## src/rtl/spi_flash_arbiter_if.sv

```systemverilog
// Bundle of every signal between the two SPI masters, the flash and the arbiter.
//   REQ0/REQ1       level bus requests from the two masters
//   GNT0/GNT1       registered grants, one-hot or zero
//   nCS0/1, CLK0/1, MOSI0/1   requester-side SPI outputs
//   MISO0/MISO1     flash data routed back to the grantee
//   nCS, CLK, MOSI  flash-side SPI inputs, MISO flash-side data out
//   BUSY, TIMEOUT_ERR, ERR_ID status
// Modport slave is the arbiter's view; modport master is the requester/flash side.
interface spi_flash_arbiter_if;
  logic REQ0;
  logic REQ1;
  logic GNT0;
  logic GNT1;
  logic nCS0;
  logic nCS1;
  logic CLK0;
  logic CLK1;
  logic MOSI0;
  logic MOSI1;
  logic MISO0;
  logic MISO1;
  logic nCS;
  logic CLK;
  logic MOSI;
  logic MISO;
  logic BUSY;
  logic TIMEOUT_ERR;
  logic ERR_ID;

  modport slave (
    input  REQ0, REQ1, nCS0, nCS1, CLK0, CLK1, MOSI0, MOSI1, MISO,
    output GNT0, GNT1, MISO0, MISO1, nCS, CLK, MOSI, BUSY, TIMEOUT_ERR, ERR_ID
  );

  modport master (
    output REQ0, REQ1, nCS0, nCS1, CLK0, CLK1, MOSI0, MOSI1, MISO,
    input  GNT0, GNT1, MISO0, MISO1, nCS, CLK, MOSI, BUSY, TIMEOUT_ERR, ERR_ID
  );
endinterface

```

## src/rtl/spi_flash_arbiter.sv

```systemverilog
// Shares one W25Q32 SPI flash bus between two SPI masters.
// Requester 0 (page/boot loader) has priority; requester 1 (directory/config
// reader) is protected from starvation. A minimum nCS-high gap separates
// grants and a watchdog breaks grants that last too long.
// Ports:
//   MCLK    clock, all logic on posedge
//   nRESET  asynchronous active-low reset
//   bus     spi_flash_arbiter_if.slave: requests/grants, both requester SPI
//           ports, the flash SPI port and status (BUSY, TIMEOUT_ERR, ERR_ID)
module spi_flash_arbiter #(
  parameter int CS_GAP       = 4,
  parameter int STARVE_LIMIT = 4096,
  parameter int TMR_W        = 20,
  parameter int TIMEOUT_CYC  = 1000000
) (
  input  logic                  MCLK,
  input  logic                  nRESET,
  spi_flash_arbiter_if.slave    bus
);

  localparam int               GAP_W      = (CS_GAP > 1) ? $clog2(CS_GAP + 1) : 1;
  localparam logic [GAP_W-1:0] GAP_LAST   = GAP_W'(CS_GAP - 1);
  localparam logic [TMR_W-1:0] STARVE_LIM = TMR_W'(STARVE_LIMIT);
  localparam logic [TMR_W-1:0] WD_LAST    = TMR_W'(TIMEOUT_CYC - 1);

  typedef enum logic [1:0] {
    ST_IDLE   = 2'd0,
    ST_GRANT0 = 2'd1,
    ST_GRANT1 = 2'd2,
    ST_GAP    = 2'd3
  } state_t;

  state_t           state_r;
  state_t           state_nxt_s;
  logic             gnt0_r;
  logic             gnt1_r;
  logic             busy_r;
  logic             tmo_r;
  logic             err_id_r;
  logic             mask0_r;
  logic             mask1_r;
  logic [TMR_W-1:0] wd_cnt_r;
  logic [TMR_W-1:0] starve_cnt_r;
  logic [GAP_W-1:0] gap_cnt_r;

  logic             elig0_s;
  logic             elig1_s;
  logic             starved_s;
  logic             wd_fire_s;
  logic             gap_done_s;
  logic             rel0_s;
  logic             rel1_s;
  logic             tmo_s;
  logic             tmo_id_s;

  assign elig0_s    = bus.REQ0 & ~mask0_r;
  assign elig1_s    = bus.REQ1 & ~mask1_r;
  assign starved_s  = (starve_cnt_r >= STARVE_LIM);
  assign wd_fire_s  = (wd_cnt_r == WD_LAST);
  assign gap_done_s = (gap_cnt_r == GAP_LAST);
  // A dropped request only releases once the master has also raised its nCS.
  assign rel0_s     = ~bus.REQ0 & bus.nCS0;
  assign rel1_s     = ~bus.REQ1 & bus.nCS1;

  // Next-state and timeout-event decode.
  always_comb begin
    state_nxt_s = state_r;
    tmo_s       = 1'b0;
    tmo_id_s    = 1'b0;
    case (state_r)
      ST_IDLE: begin
        if (elig1_s && starved_s) begin
          state_nxt_s = ST_GRANT1;
        end else if (elig0_s) begin
          state_nxt_s = ST_GRANT0;
        end else if (elig1_s) begin
          state_nxt_s = ST_GRANT1;
        end else begin
          state_nxt_s = ST_IDLE;
        end
      end
      ST_GRANT0: begin
        // Normal release wins over a watchdog expiry on the same cycle.
        if (rel0_s) begin
          state_nxt_s = ST_GAP;
        end else if (wd_fire_s) begin
          state_nxt_s = ST_GAP;
          tmo_s       = 1'b1;
          tmo_id_s    = 1'b0;
        end else begin
          state_nxt_s = ST_GRANT0;
        end
      end
      ST_GRANT1: begin
        if (rel1_s) begin
          state_nxt_s = ST_GAP;
        end else if (wd_fire_s) begin
          state_nxt_s = ST_GAP;
          tmo_s       = 1'b1;
          tmo_id_s    = 1'b1;
        end else begin
          state_nxt_s = ST_GRANT1;
        end
      end
      ST_GAP: begin
        if (gap_done_s) begin
          state_nxt_s = ST_IDLE;
        end else begin
          state_nxt_s = ST_GAP;
        end
      end
      default: begin
        state_nxt_s = ST_IDLE;
      end
    endcase
  end

  // State register plus registered grant/status outputs derived from next state.
  always_ff @(posedge MCLK or negedge nRESET) begin
    if (!nRESET) begin
      state_r  <= ST_IDLE;
      gnt0_r   <= 1'b0;
      gnt1_r   <= 1'b0;
      busy_r   <= 1'b0;
      tmo_r    <= 1'b0;
      err_id_r <= 1'b0;
    end else begin
      state_r  <= state_nxt_s;
      gnt0_r   <= (state_nxt_s == ST_GRANT0);
      gnt1_r   <= (state_nxt_s == ST_GRANT1);
      busy_r   <= (state_nxt_s != ST_IDLE);
      tmo_r    <= tmo_s;
      if (tmo_s) begin
        err_id_r <= tmo_id_s;
      end
    end
  end

  // Watchdog and gap counters; both restart from zero on entry to their state.
  always_ff @(posedge MCLK or negedge nRESET) begin
    if (!nRESET) begin
      wd_cnt_r  <= '0;
      gap_cnt_r <= '0;
    end else begin
      if ((state_r == ST_GRANT0) || (state_r == ST_GRANT1)) begin
        wd_cnt_r <= wd_cnt_r + {{(TMR_W-1){1'b0}}, 1'b1};
      end else begin
        wd_cnt_r <= '0;
      end
      if (state_r == ST_GAP) begin
        gap_cnt_r <= gap_cnt_r + {{(GAP_W-1){1'b0}}, 1'b1};
      end else begin
        gap_cnt_r <= '0;
      end
    end
  end

  // Starvation counter for requester 1, saturating at all-ones.
  always_ff @(posedge MCLK or negedge nRESET) begin
    if (!nRESET) begin
      starve_cnt_r <= '0;
    end else if (!bus.REQ1 || gnt1_r || (state_nxt_s == ST_GRANT1)) begin
      starve_cnt_r <= '0;
    end else if (!(&starve_cnt_r)) begin
      starve_cnt_r <= starve_cnt_r + {{(TMR_W-1){1'b0}}, 1'b1};
    end
  end

  // Lockout masks: set by a timeout, cleared once the hung master drops REQ.
  always_ff @(posedge MCLK or negedge nRESET) begin
    if (!nRESET) begin
      mask0_r <= 1'b0;
      mask1_r <= 1'b0;
    end else begin
      if (tmo_s && !tmo_id_s) begin
        mask0_r <= 1'b1;
      end else if (!bus.REQ0) begin
        mask0_r <= 1'b0;
      end
      if (tmo_s && tmo_id_s) begin
        mask1_r <= 1'b1;
      end else if (!bus.REQ1) begin
        mask1_r <= 1'b0;
      end
    end
  end

  // Flash-side SPI follows the grantee with no added latency; idle bus parks high/high/low.
  assign bus.nCS   = gnt0_r ? bus.nCS0  : (gnt1_r ? bus.nCS1  : 1'b1);
  assign bus.CLK   = gnt0_r ? bus.CLK0  : (gnt1_r ? bus.CLK1  : 1'b1);
  assign bus.MOSI  = gnt0_r ? bus.MOSI0 : (gnt1_r ? bus.MOSI1 : 1'b0);
  assign bus.MISO0 = gnt0_r & bus.MISO;
  assign bus.MISO1 = gnt1_r & bus.MISO;

  assign bus.GNT0        = gnt0_r;
  assign bus.GNT1        = gnt1_r;
  assign bus.BUSY        = busy_r;
  assign bus.TIMEOUT_ERR = tmo_r;
  assign bus.ERR_ID      = err_id_r;

endmodule

```

## src/flat_wrapper.sv

```systemverilog
// flat-port wrapper written by rule: the top's interface ports become plain ports
module spi_flash_arbiter_flat 
#(
  parameter int CS_GAP       = 4,
  parameter int STARVE_LIMIT = 4096,
  parameter int TMR_W        = 20,
  parameter int TIMEOUT_CYC  = 1000000
)
  (MCLK, nRESET, bus_REQ0, bus_REQ1, bus_nCS0, bus_nCS1, bus_CLK0, bus_CLK1, bus_MOSI0, bus_MOSI1, bus_MISO, bus_GNT0, bus_GNT1, bus_MISO0, bus_MISO1, bus_nCS, bus_CLK, bus_MOSI, bus_BUSY, bus_TIMEOUT_ERR, bus_ERR_ID);
  spi_flash_arbiter_if bus_i ();
  input  logic MCLK;
  input  logic nRESET;
  input wire logic [$bits(bus_i.REQ0)-1:0] bus_REQ0;
  input wire logic [$bits(bus_i.REQ1)-1:0] bus_REQ1;
  input wire logic [$bits(bus_i.nCS0)-1:0] bus_nCS0;
  input wire logic [$bits(bus_i.nCS1)-1:0] bus_nCS1;
  input wire logic [$bits(bus_i.CLK0)-1:0] bus_CLK0;
  input wire logic [$bits(bus_i.CLK1)-1:0] bus_CLK1;
  input wire logic [$bits(bus_i.MOSI0)-1:0] bus_MOSI0;
  input wire logic [$bits(bus_i.MOSI1)-1:0] bus_MOSI1;
  input wire logic [$bits(bus_i.MISO)-1:0] bus_MISO;
  output wire logic [$bits(bus_i.GNT0)-1:0] bus_GNT0;
  output wire logic [$bits(bus_i.GNT1)-1:0] bus_GNT1;
  output wire logic [$bits(bus_i.MISO0)-1:0] bus_MISO0;
  output wire logic [$bits(bus_i.MISO1)-1:0] bus_MISO1;
  output wire logic [$bits(bus_i.nCS)-1:0] bus_nCS;
  output wire logic [$bits(bus_i.CLK)-1:0] bus_CLK;
  output wire logic [$bits(bus_i.MOSI)-1:0] bus_MOSI;
  output wire logic [$bits(bus_i.BUSY)-1:0] bus_BUSY;
  output wire logic [$bits(bus_i.TIMEOUT_ERR)-1:0] bus_TIMEOUT_ERR;
  output wire logic [$bits(bus_i.ERR_ID)-1:0] bus_ERR_ID;
  assign bus_i.REQ0 = bus_REQ0;
  assign bus_i.REQ1 = bus_REQ1;
  assign bus_i.nCS0 = bus_nCS0;
  assign bus_i.nCS1 = bus_nCS1;
  assign bus_i.CLK0 = bus_CLK0;
  assign bus_i.CLK1 = bus_CLK1;
  assign bus_i.MOSI0 = bus_MOSI0;
  assign bus_i.MOSI1 = bus_MOSI1;
  assign bus_i.MISO = bus_MISO;
  assign bus_GNT0 = bus_i.GNT0;
  assign bus_GNT1 = bus_i.GNT1;
  assign bus_MISO0 = bus_i.MISO0;
  assign bus_MISO1 = bus_i.MISO1;
  assign bus_nCS = bus_i.nCS;
  assign bus_CLK = bus_i.CLK;
  assign bus_MOSI = bus_i.MOSI;
  assign bus_BUSY = bus_i.BUSY;
  assign bus_TIMEOUT_ERR = bus_i.TIMEOUT_ERR;
  assign bus_ERR_ID = bus_i.ERR_ID;
  spi_flash_arbiter #(.CS_GAP(CS_GAP), .STARVE_LIMIT(STARVE_LIMIT), .TMR_W(TMR_W), .TIMEOUT_CYC(TIMEOUT_CYC)) u_core (.MCLK(MCLK), .nRESET(nRESET), .bus(bus_i));
endmodule
```

## config.mk

```make
export PLATFORM = sky130hd
export DESIGN_NAME = spi_flash_arbiter_flat
export DESIGN_NICKNAME = d
export VERILOG_FILES = /design/src/rtl/spi_flash_arbiter_if.sv /design/src/rtl/spi_flash_arbiter.sv /design/src/flat_wrapper.sv
export SDC_FILE = /design/constraint.sdc
export NUM_CORES = 1
export LEC_CHECK = 0
export ABC_AREA = 1
export CAP_MARGIN = 20
export CORE_MARGIN = 5
export CORE_UTILIZATION = 35
export DETAILED_ROUTE_END_ITERATION = 10
export DONT_BUFFER_PORTS = 1
export GPL_ROUTABILITY_DRIVEN = 0
export GPL_TIMING_DRIVEN = 0
export PLACE_DENSITY_LB_ADDON = 0.1
export SLEW_MARGIN = 10
export SYNTH_ARGS = -nofsm -noshare
export SYNTH_HDL_FRONTEND = slang
export SYNTH_SLANG_ARGS = --single-unit
```

## constraint.sdc

```tcl
create_clock -name MCLK -period 1.75 [get_ports MCLK]
set_input_delay 0.2625 -clock MCLK [delete_from_list [all_inputs] [get_ports MCLK]]
set_output_delay 0.2625 -clock MCLK [all_outputs]
set_load 0.05 [all_outputs]
```

==> impl_results.md <==
- Root buf cell: clkbuf_8
- PwrDens: 1070 mW/mm²
- Grt total ovfl: 0
- Post-DP HPWL: 4750 µm
- Most used DFF post-synth: dfrtp_1
- Routed vias: 2552
- Die area: roughly 0.011 mm²
- Post-Synthesis Cells: 375
- Worst Path Required: 1.97 ns
- First DRT Iteration DRCs: 74
- CTS tree: done
- CP max stage delay: 0.44 ns
- Post-synth ARST share: 1.00
- Placed cells: 480
- Area grow syn2layout: 26.1%
- Clk_lat worst skew: 0.31 ns
- Peak Freq: 562 MHz
- Critical Path Stages: 11
- Clock Sinks: 52
- Initial antenna violation count: 0
- Cell area after synthesis: around 0.0030 mm²
- Sequential fraction of the synthesis area: 0.431
- Unrepaired setup endpoints after global routing: true
- Final number of hold-violating endpoints: 0
- Final number of max-transition violations: 0
- EDFF count, synth: 0
- Vias per cell: 4.87
- Clk slew on worst S/H paths: 0.10 ns
- Final setup viols: 2
- Worst path slowest cell: dfrtp_1
- IO buf count: 0
- Min Tclk post-route: 1.78 ns
- First-pass GRT wire length: 11700 µm
- Drc violations: 0
- Core Area: 0.00830 mm²
- Deepest clock path buffer count: 2
- Starting Density: 0.363
- Pin count of the biggest net entering global routing: 53
- Avg Synthesized Cell Area: 8.04 µm²
- Setup_tns: -0.0546 ns
- Fill cells: 836
- Finished Layout Cells: 524
- Drt first pass iters: 4
- Die Wd: a little over 100 µm
- Final period util: 1.02
- Final WS setup: -0.0302 ns
- Leak pwr: around 1.8 nW
- Max-Slew Margin vs Limit: 0.655
- Nets: 438
- ANT cells: 0
- Critical path's top delay family: simple AND/OR/NAND/NOR gates
- Max IR drop VDD: 0.000342 V
- Worst path cell trace: inv_2 > ha_4 > or2_4 > a311oi_2 > nand2_1 > nand2_2 > nand2_4 > nand2_8 > buf_6 > buf_6 > nor2_1
- Yosys cell types: 35
- CP arrival: 2.00 ns
- Worst-case reg-to-reg path depth: 11
- Final wirelength: 7090 µm
- GRT Util Overall: 0.141
- CTS H-tree depth: 2
- Syn Nets: just under 400
- Routed WL per cell: 13.5 µm
- Yosys warnings: 0
- Routed Antenna Nets: 0
- # Max-Cap Violations: 0
- CP max FO: 5
- CP dominant cell by count: buf_6
- Num rows: 33
- Fraction of layout cells with a size suffix above 1: 0.303
- Violated checks: negative setup slack
- Crit. End Element: flop
- Hold WC Path Type: in2reg
- Chip Height: between 100 and 150 µm
- Buf+Inv Stages, Crit Path: 3
- #FFs+latches synth: 52
- Hold Path Stages: 2
- Worst Max-Slew Pin Slew: 0.518 ns
- TritonCTS buffer count: 5
- Vias in the first global route: 2503
- Crit start category: flop
- Type of the worst setup path: reg2reg
- IO Pins: 21
- Outcome: finished with violations
- Clock Skew: approximately 0.012 ns
Yosys cell counts, types with 2 or more instances:
cell type	instances	share of area
ha_1	9	0.037
o22a_1	2	0.0058
nor3_1	14	0.023
nor3_4	3	0.016
nor4_1	5	0.010
clkbuf_1	2	0.0025
nor2_4	2	0.0075
nand2_2	4	0.0083
o21a_1	2	0.0050
nor2_1	46	0.057
xor2_1	8	0.023
nor3_2	3	0.010
o21ai_0	17	0.028
nand2_4	4	0.015
a21oi_1	15	0.025
nand3_1	24	0.040
o21ai_1	2	0.0033
inv_1	52	0.065
dfrtp_1	52	0.43
nand4_1	11	0.023
nand2_1	70	0.087
inv_2	4	0.0050
nor2_2	12	0.025
timing repair:
| action | 4_1_cts | 5_1_grt |
|---|---|---|
| resized for setup | 26 | 38 |
| gates cloned | 1 | 1 |
| pin swaps | 11 | 25 |
| buffers inserted | 15 | 18 |
| setup endpoints to repair | 27 | 29 |
| endpoints found under the hold margin | 52 | 0 |
| hold buffers | 2 | 0 |
through the flow:
stage	total power, mW	util	hold WS [ns]	setup WS, ns	cell area, µm²
after global placement	2.63	0.379	-0.0318	-0.194	3150
after floorplan	2.39	-	-0.0331	0.0213	3020
after detailed placement	2.64	0.379	-0.0316	-0.201	3150
after CTS	4.00	0.428	0.0573	-0.0788	3550
final	4.06	0.458	0.0667	-0.0302	3800
after global routing	4.34	0.458	0.0733	-0.114	3800
metal layers:
layer / wire length (µm) / vias to the layer above / GRT usage
li1: - / 1303 / -
met1: 3360 / 1193 / 0.183
met2: 3300 / 47 / 0.240
met3: 322 / 9 / 0.0277
met4: 104 / 0 / 0.0398
met5: 0 / - / 0
flip-flops by register name (all words and copies together), names as in the netlist:
| signal | count |
|---|---|
| u_core.gap_cnt_r | 3 |
| u_core.mask1_r | 1 |
| u_core.bus.ERR_ID | 1 |
| u_core.starve_cnt_r | 20 |
| u_core.mask0_r | 1 |
| u_core.bus.BUSY | 1 |
| u_core.state_r | 2 |
| u_core.bus.GNT1 | 1 |
| u_core.bus.TIMEOUT_ERR | 1 |
| u_core.bus.GNT0 | 1 |
| u_core.wd_cnt_r | 20 |
layout by cell type, fill, tap and decap left out, types with 3 or more instances in the layout:
cell	instances
nor2_1	39
buf_6	3
a21oi_1	15
nor2_4	5
nor4_2	3
nor2_2	16
nand2_4	4
nor3_1	10
nand2_1	62
nand3_2	4
nand4_1	11
clkbuf_8	7
inv_1	48
nor3_4	4
nand2_2	11
o21ai_0	15
nor3_2	6
dfrtp_2	6
nor4_1	3
ha_1	4
nand3_1	20
inv_2	7
ha_4	3
dfrtp_1	46
buf_4	30
o21ai_1	3
xor2_1	7
worst paths after layout:
path | slack [ns] | end | from
max reg2reg | -0.03 | u_core.starve_cnt_r[14] | u_core.state_r[0]
max in group asynchronous | 1.03 | u_core.starve_cnt_r[13] | nRESET
min | 0.07 | u_core.mask1_r | bus_REQ1
min reg2reg | 0.44 | u_core.gap_cnt_r[0] | u_core.gap_cnt_r[0]
min in group asynchronous | 0.47 | u_core.bus.TIMEOUT_ERR | nRESET
max | -0.03 | u_core.starve_cnt_r[14] | u_core.state_r[0]
cell type report:
| class | count | area (µm²) | share of cell area |
|---|---|---|---|
| plain buffers | 2 | 7.51 | 0.00197 |
| clock buffers | 7 | 96.3 | 0.0253 |
| clock inverters | 1 | 30.0 | 0.00789 |
| inverters | 56 | 213 | 0.0559 |
| multi-input cells | 265 | 1690 | 0.445 |
| flip-flops and latches | 52 | 1310 | 0.344 |
| well taps | 105 | 131 | 0.0345 |
| repair buffers | 36 | 324 | 0.0852 |
power breakdown:
group	leakage (nW)	internal, mW	total, mW	switching [mW]
Combinational	1.03	0.673	1.60	0.923
Clock	0.0645	0.506	0.931	0.426
Sequential	0.702	1.33	1.53	0.204
Total	1.79	2.51	4.06	1.55
worst reg2reg max path, stage by stage (launching register included):
cell	delay, ns
dfrtp_1	0.44
inv_2	0.08
ha_4	0.17
or2_4	0.22
a311oi_2	0.18
nand2_1	0.10
nand2_2	0.10
nand2_4	0.08
nand2_8	0.09
buf_6	0.11
buf_6	0.09
nor2_1	0.03
cell families (layout without fill, tap and decap cells):
family	after synthesis	count (layout)	synth area share
AO/OA/AOI/OAI	41	41	0.0759
XOR/XNOR	9	9	0.0261
adder cells (fa/ha/maj)	9	9	0.0373
buffers and inverters	59	102	0.0788
flip-flops	52	52	0.431
multiplexers	1	1	0.00332
AND/OR/NAND/NOR	204	205	0.347
(Power assumes the default switching activity.)
